[src/rtl/usi_dma_hs_master.sv]
// rtl/usi_dma_hs_master.sv - DMA-side request/ack peer moving bursts between stream FIFOs and the USI data register over APB
//
// Ports:
//   clk, rst_n                      clock, synchronous active-low reset
//   cfg_en/cfg_tx_en/cfg_rx_en      enables, sampled only while idle
//   cfg_base                        USI APB base address
//   dma_req_tx/rx, dma_ack_tx/rx    4-phase request/acknowledge handshake with the USI
//   paddr/psel/penable/pwrite/pwdata/prdata   APB master (fixed two-cycle access)
//   tx_data/tx_valid/tx_ready       stream into the TX FIFO
//   rx_data/rx_valid/rx_ready       first-word fall-through stream out of the RX FIFO
//   busy                            FSM not idle
module usi_dma_hs_master #(
    parameter logic [31:0] DATA_OFFSET = 32'h0000_0040,
    parameter int          BURST       = 4,
    parameter int          FIFO_DEPTH  = 8
) (
    input  logic        clk,
    input  logic        rst_n,
    input  logic        cfg_en,
    input  logic        cfg_tx_en,
    input  logic        cfg_rx_en,
    input  logic [31:0] cfg_base,
    input  logic        dma_req_tx,
    output logic        dma_ack_tx,
    input  logic        dma_req_rx,
    output logic        dma_ack_rx,
    output logic [31:0] paddr,
    output logic        psel,
    output logic        penable,
    output logic        pwrite,
    output logic [31:0] pwdata,
    input  logic [31:0] prdata,
    input  logic [31:0] tx_data,
    input  logic        tx_valid,
    output logic        tx_ready,
    output logic [31:0] rx_data,
    output logic        rx_valid,
    input  logic        rx_ready,
    output logic        busy
);

    localparam int PW = $clog2(FIFO_DEPTH);
    localparam int CW = $clog2(FIFO_DEPTH) + 1;

    typedef enum logic [1:0] {IDLE, SETUP, ACCESS, ACK} state_t;

    state_t          state, state_nxt;
    logic            dir_tx, dir_tx_nxt;
    logic [CW-1:0]   beat, beat_nxt;
    logic            tx_pop, rx_push;

    // TX FIFO
    logic [31:0]     tx_mem [FIFO_DEPTH];
    logic [PW-1:0]   tx_wr, tx_rd;
    logic [CW-1:0]   tx_cnt;
    logic            tx_push;

    assign tx_ready = (tx_cnt < CW'(FIFO_DEPTH));
    // A pop in the same cycle frees the slot, so a full FIFO can still accept.
    assign tx_push  = tx_valid && (tx_ready || tx_pop);

    always_ff @(posedge clk) begin
        if (!rst_n) begin
            tx_wr  <= '0;
            tx_rd  <= '0;
            tx_cnt <= '0;
        end else begin
            if (tx_push) tx_wr <= tx_wr + 1'b1;
            if (tx_pop)  tx_rd <= tx_rd + 1'b1;
            case ({tx_push, tx_pop})
                2'b10:   tx_cnt <= tx_cnt + 1'b1;
                2'b01:   tx_cnt <= tx_cnt - 1'b1;
                default: tx_cnt <= tx_cnt;
            endcase
        end
    end

    always_ff @(posedge clk) begin
        if (tx_push) tx_mem[tx_wr] <= tx_data;
    end

    // RX FIFO
    logic [31:0]     rx_mem [FIFO_DEPTH];
    logic [PW-1:0]   rx_wr, rx_rd;
    logic [CW-1:0]   rx_cnt;
    logic            rx_pop, rx_push_ok;

    assign rx_valid   = (rx_cnt != '0);
    assign rx_data    = rx_mem[rx_rd];
    assign rx_pop     = rx_valid && rx_ready;
    assign rx_push_ok = rx_push && ((rx_cnt < CW'(FIFO_DEPTH)) || rx_pop);

    always_ff @(posedge clk) begin
        if (!rst_n) begin
            rx_wr  <= '0;
            rx_rd  <= '0;
            rx_cnt <= '0;
        end else begin
            if (rx_push_ok) rx_wr <= rx_wr + 1'b1;
            if (rx_pop)     rx_rd <= rx_rd + 1'b1;
            case ({rx_push_ok, rx_pop})
                2'b10:   rx_cnt <= rx_cnt + 1'b1;
                2'b01:   rx_cnt <= rx_cnt - 1'b1;
                default: rx_cnt <= rx_cnt;
            endcase
        end
    end

    always_ff @(posedge clk) begin
        if (rx_push_ok) rx_mem[rx_wr] <= prdata;
    end

    // Handshake / APB FSM
    logic rx_elig, tx_elig, last_beat;

    // Only start a burst that can run to completion without stalling.
    assign rx_elig   = dma_req_rx && cfg_rx_en && (rx_cnt <= CW'(FIFO_DEPTH - BURST));
    assign tx_elig   = dma_req_tx && cfg_tx_en && (tx_cnt >= CW'(BURST));
    assign last_beat = (beat == CW'(BURST - 1));
    assign busy      = (state != IDLE);

    always_ff @(posedge clk) begin
        if (!rst_n) begin
            state  <= IDLE;
            dir_tx <= 1'b0;
            beat   <= '0;
        end else begin
            state  <= state_nxt;
            dir_tx <= dir_tx_nxt;
            beat   <= beat_nxt;
        end
    end

    always_comb begin
        state_nxt  = state;
        dir_tx_nxt = dir_tx;
        beat_nxt   = beat;
        tx_pop     = 1'b0;
        rx_push    = 1'b0;
        psel       = 1'b0;
        penable    = 1'b0;
        pwrite     = 1'b0;
        paddr      = '0;
        pwdata     = '0;
        dma_ack_tx = 1'b0;
        dma_ack_rx = 1'b0;
        case (state)
            IDLE: begin
                if (cfg_en && (rx_elig || tx_elig)) begin
                    // RX has priority to avoid overrunning the USI receiver.
                    dir_tx_nxt = !rx_elig;
                    beat_nxt   = '0;
                    state_nxt  = SETUP;
                end
            end
            SETUP: begin
                psel      = 1'b1;
                paddr     = cfg_base + DATA_OFFSET;
                pwrite    = dir_tx;
                pwdata    = dir_tx ? tx_mem[tx_rd] : '0;
                state_nxt = ACCESS;
            end
            ACCESS: begin
                psel      = 1'b1;
                penable   = 1'b1;
                paddr     = cfg_base + DATA_OFFSET;
                pwrite    = dir_tx;
                pwdata    = dir_tx ? tx_mem[tx_rd] : '0;
                tx_pop    = dir_tx;
                rx_push   = !dir_tx;
                beat_nxt  = beat + 1'b1;
                state_nxt = last_beat ? ACK : SETUP;
            end
            ACK: begin
                if (dir_tx) begin
                    dma_ack_tx = 1'b1;
                    if (!dma_req_tx) state_nxt = IDLE;
                end else begin
                    dma_ack_rx = 1'b1;
                    if (!dma_req_rx) state_nxt = IDLE;
                end
            end
            default: state_nxt = IDLE;
        endcase
    end

endmodule

[config.mk]
export PLATFORM = sky130hd
export DESIGN_NAME = usi_dma_hs_master
export DESIGN_NICKNAME = d
export VERILOG_FILES = /design/src/rtl/usi_dma_hs_master.sv
export SDC_FILE = /design/constraint.sdc
export NUM_CORES = 1
export LEC_CHECK = 0
export CORE_MARGIN = 2
export CORE_UTILIZATION = 45
export DETAILED_ROUTE_END_ITERATION = 7
export DONT_BUFFER_PORTS = 1
export PLACE_DENSITY = 0.57
export SLEW_MARGIN = 20
export SYNTH_ARGS = -nofsm -noshare
export SYNTH_HDL_FRONTEND = slang
export SYNTH_SLANG_ARGS = --single-unit
[constraint.sdc]
create_clock -name clk -period 10.96 [get_ports clk]
set_input_delay 1.644 -clock clk [delete_from_list [all_inputs] [get_ports clk]]
set_output_delay 1.644 -clock clk [all_outputs]
set_load 0.01 [all_outputs]
## Word-level counts from Yosys, hierarchy flattened

Memory sizes are Yosys's and may differ from the RTL's. A register that Yosys moved wholly into a read port is not among the register bits.
Cells that the tools add are included.

- Input bits: 105
- Bits in registers: 27
- Output and inout port bits: 104
- Memories kept: 2
- Memory bits (writable): 512

Memories:

| memory | depth | bits a word | rd ports | clocked after Yosys merged registers in | write ports | line | text |
|---|---|---|---|---|---|---|---|
| rx_mem | 8 | 32 | 1 | 1 | 1 | 83 | `logic [31:0] rx_mem [FIFO_DEPTH];` |
| tx_mem | 8 | 32 | 1 | 1 | 1 | 53 | `logic [31:0] tx_mem [FIFO_DEPTH];` |

- Magnitude comparators: 4
- $add $sub $neg: 10
- Mux-type cells: 30
- Reductions and logical operators: 23
- Equality and inequality tests: 11

Operators by type and width:

| cell | number |
|---|---|
| 32-bit 2-to-1 mux | 3 |
| 32-bit by 7-bit adder with 32-bit output, second input constant | 1 |
| 4-bit case mux with 2 select lines | 3 |
| 1-bit 2-to-1 mux | 13 |
| 3-bit by 1-bit adder with 3-bit output, second input constant | 4 |
| 4-bit by 1-bit adder with 4-bit output, second input constant | 3 |
| 3-bit 2-to-1 mux | 4 |
| 2-bit 2-to-1 mux | 5 |
| 2-bit equality test, second input constant | 4 |
| 1-bit logical AND | 8 |
| 4-bit less-than comparator, second input constant | 2 |
| 2-bit case mux with 4 select lines | 1 |
| 2-bit nonzero test | 4 |
| 4-bit by 1-bit subtractor with 4-bit output, second input constant | 2 |
| 2-bit by 1-bit equality test with 1-bit output, second input constant | 3 |
| 3-bit != test, second input constant | 2 |
| 4-bit by 2-bit equality test with 1-bit output, second input constant | 1 |
| 4-bit by 3-bit greater-or-equal comparator with 1-bit output, second input constant | 1 |
| 4-bit by 3-bit <= comparator with 1-bit output, second input constant | 1 |
| 4-bit 2-to-1 mux | 1 |
| 2-bit AND reduction | 2 |
| 4-bit nonzero test | 1 |
| 1-bit logical OR | 3 |
| 3-bit AND reduction | 1 |
| other kinds (4) | 5 |

## Longest topological paths before layout

- Depth after elaboration: 6
- Depth in mapped cells: 12

## Worst setup path before layout

No wires, ideal clock.

- Kind: in2reg
- From: input port rx_ready
- To: memory rx_mem[0][0] (enable)
- Cell stages on the path: 4
- Setup slack: 6.095 ns
- Arrival time: 4.404 ns
- Setup time: 0.461 ns
- Data required time: 10.499 ns
- Buffers on the path: 0
- Path through: nor2b_1 nor3b_2 nand2b_1 nor3_1

- Longest elaborated chain between the ends: 5

Ends and longest elaborated chain:

| element | line | text |
|---|---|---|
| from (decl) | 38 | `input logic rx_ready,` |
| 1-bit logical AND | 90 | `assign rx_pop = rx_valid && rx_ready;` |
| 1-bit logical OR | 91 | `assign rx_push_ok = rx_push && ((rx_cnt < CW'(FIFO_DEPTH)) \|\| rx_pop);` |
| 1-bit logical AND | 91 |  |
| 1-bit 2-to-1 mux | 110 | `if (rx_push_ok) rx_mem[rx_wr] <= prdata;` |
| 1-bit 2-to-1 mux (implied by the code) | 110 |  |
| to (decl) | 83 |  |

No other way between the ends.

==> run_results.csv <==
group,metric,value,unit
critical_path,cp-start-kind,"register",
timing,drv_slew,0,
timing,rsz0062_at_grt,"no",
job,cap_violations,0,
routing,vias_per_cell,5.599,
clocking,postCtsSetupRepairBufs,0,
clocking,cts.repair.resized,0,
die,rows,80,
die,coreArea,47750,um^2
yosys,synthFlopType,"edfxtp_1",
placed_design,place_hpwl,23820,um
clocking,root_buffer,"clkbuf_16",
die,io_pins,209,
grt,track_usage,0.1736,
yosys,synth_warnings,0,
timing,hold_violations,0,
routing,ant_nets,0,
timing,fin_setup_tns,0,ns
clocking,cts_num_sinks,545,
placed_design,gp_congestion,0.7585,
die,initial_core_util,0.4566,
placed_design,dp_worst_setup_slack,6.375,ns
yosys,synth-async-reset-ratio,0,
layout,fin_area,24380,um^2
timing,max_freq,216.1,MHz
timing,slew_headroom,0.2927,
placed_design,port_buffers,0,
grt,gr-total-overflow,0,
status,status,"complete, no violations",
yosys,synth.avg_cell_area,19.77,um^2
layout,nets,1257,
timing,clock_skew,0.02408,ns
timing,fin_crit_sh,0.4222,
yosys,synth_edf_count,512,
die,die_area,50220,um^2
routing,first_iter_violations,749,
timing,setup_slack,6.333,ns
yosys,yosysUniqueCellTypes,56,
timing,report.final.setup_viol,0,
grt,grt_max_degree,65,
placed_design,dpl_cell_area,22660,um^2
grt,grt_pass1_wl,65050,um
timing,worstMarginPinSlew,1.061,ns
critical_path,end_kind,"primary output",
clocking,cts_buffer_depth,3,
critical_path,critPathKind,"register to primary output",
grt,grt_pass1_vias,10471,
die,die-width,224.1,um
routing,post_drt_wl_per_cell,24.04,um
layout,diodes,0,
clocking,clk_pin_slew,0.06,ns
yosys,seq_area_frac_synth,0.7355,
routing,totalWireLength,43170,um
routing,dr_total_vias,10056,
worst_hold_path,hold_class,"register to register",
critical_path,cp.arrival,2.98,ns
critical_path,worstPathRequired,9.32,ns
layout,final_common_cell,"edfxtp_1",
power_and_ir_drop,p_per_area,173.1,nW/um^2
grt,antenna_found_initial,0,
power_and_ir_drop,peakVddDrop,0.1591,mV
clocking,cts_buffers,54,
layout,syn2layout_area_growth,11.82,%
power_and_ir_drop,leakage,7.513,nW
layout,drive_gt1_frac,0.2523,
clocking,htree_levels,2,
clocking,postCtsHoldBufs,0,
yosys,synth_cells,1103,
critical_path,critPathMaxFanout,40,
clocking,cts_tree,"done",
power_and_ir_drop,total_power,4.220,mW
routing,drc_errors,0,
yosys,syn_area,21800,um^2
yosys,synth_seq_cells,545,
layout,postLayoutCoreUtil,0.5106,
yosys,synth.net_count,1223,
layout,mostFrequentLayoutCells,"edfxtp_1, mux4_2, clkbuf_16",
routing,first_pass_iters,5,
clocking,clk-insertion-delay-late,0.61,ns
die,die_h,224.1,um
timing,period_needed,4.627,ns
==> state kept, by name, summed over array words and instances, names as in the netlist, named ones only <==
signal / count
tx_wr: 3
rx_mem: 256
rx_rd: 3
state: 2
tx_cnt: 4
tx_rd: 3
dir_tx: 1
rx_cnt: 4
rx_wr: 3
tx_mem: 256
beat: 4
==> worst paths after layout <==
path / start / cells past startpoint / slack [ns] / endpoint
max: register / 3 / 6.33 / rx_data[24]
min reg2reg: tx_cnt[3]$_SDFFE_PN0P_ / 2 / 0.48 / tx_cnt[3]$_SDFFE_PN0P_
min: tx_cnt[3]$_SDFFE_PN0P_ / 2 / 0.48 / tx_cnt[3]$_SDFFE_PN0P_
max reg2reg: state[0]$_SDFFE_PN0P_ / 7 / 7.79 / tx_mem[2][31]$_DFFE_PP_
==> Yosys cell counts, types with 3 or more instances <==
| master | n | share of area |
|---|---|---|
| nor4_1 | 4 | 0.0011 |
| xnor2_1 | 9 | 0.0036 |
| mux2i_1 | 51 | 0.023 |
| nand2_1 | 32 | 0.0055 |
| o31ai_1 | 3 | 0.0010 |
| clkbuf_1 | 21 | 0.0036 |
| mux4_2 | 128 | 0.13 |
| and3_1 | 5 | 0.0014 |
| nor2b_1 | 4 | 0.0011 |
| buf_1 | 10 | 0.0017 |
| ha_1 | 15 | 0.0086 |
| xor2_1 | 14 | 0.0056 |
| nand2b_1 | 19 | 0.0055 |
| o21ai_0 | 9 | 0.0021 |
| nor2_1 | 63 | 0.011 |
| and2_1 | 22 | 0.0063 |
| nand3_1 | 18 | 0.0041 |
| mux2_2 | 32 | 0.017 |
| inv_1 | 13 | 0.0022 |
| nor3_1 | 7 | 0.0016 |
| buf_2 | 9 | 0.0021 |
| buf_4 | 6 | 0.0021 |
| dfxtp_1 | 33 | 0.030 |
| or2_2 | 3 | 0.00086 |
| a21o_1 | 3 | 0.0010 |
| edfxtp_1 | 512 | 0.71 |
| nand4_1 | 7 | 0.0020 |
| a21oi_1 | 13 | 0.0030 |
==> critical path, cell delays in order (launching register included) <==
cell,delay (ns)
dfxtp_4,0.68
buf_4,0.75
mux4_2,0.60
mux2_2,0.34
==> routing by layer <==
metal	vias up	share of wire	track usage	wire, um
met4	0	0.017	0.04688	750
li1	4536	-	-	-
met1	5271	0.42	0.2253	18250
met2	190	0.50	0.2909	21640
met5	-	0	0	0
met3	59	0.059	0.04604	2533
==> cell families (layout without fill, tap and decap cells) <==
family	count (synthesis)	after routing	share of synthesized area
compound gates	46	46	0.01354
xor+xnor	23	23	0.009240
fa+ha+maj	15	15	0.008609
buf+inv	61	139	0.01217
flops	545	545	0.7355
mux	211	211	0.1722
simple gates	202	202	0.04873
==> where the power goes <==
part / switching, mW / internal (mW) / leakage [nW]
combinational: 0.0902 / 0.0685 / 1.80
sequential: 0.0130 / 2.30 / 4.90
clock: 0.773 / 0.971 / 0.814
total: 0.877 / 3.34 / 7.51
==> cell type report <==
cell class | count | area, um^2
clock buffer | 63 | 1405
clock inverter | 37 | 280.3
fill | 3786 | 23370
inverter | 13 | 48.80
multi-input combinational | 497 | 5610
sequential | 545 | 16050
tap | 615 | 769.5
timing repair buffer | 26 | 215.2
==> per-stage QoR <==
step,hold slack (ns),instances
floorplan,0.4479,1103
global placement,0.4637,1695
detailed placement,0.4715,1695
CTS,0.4822,1795
global route,0.5087,1796
finish,0.4775,1796
Power figures use the tool's default switching activity.
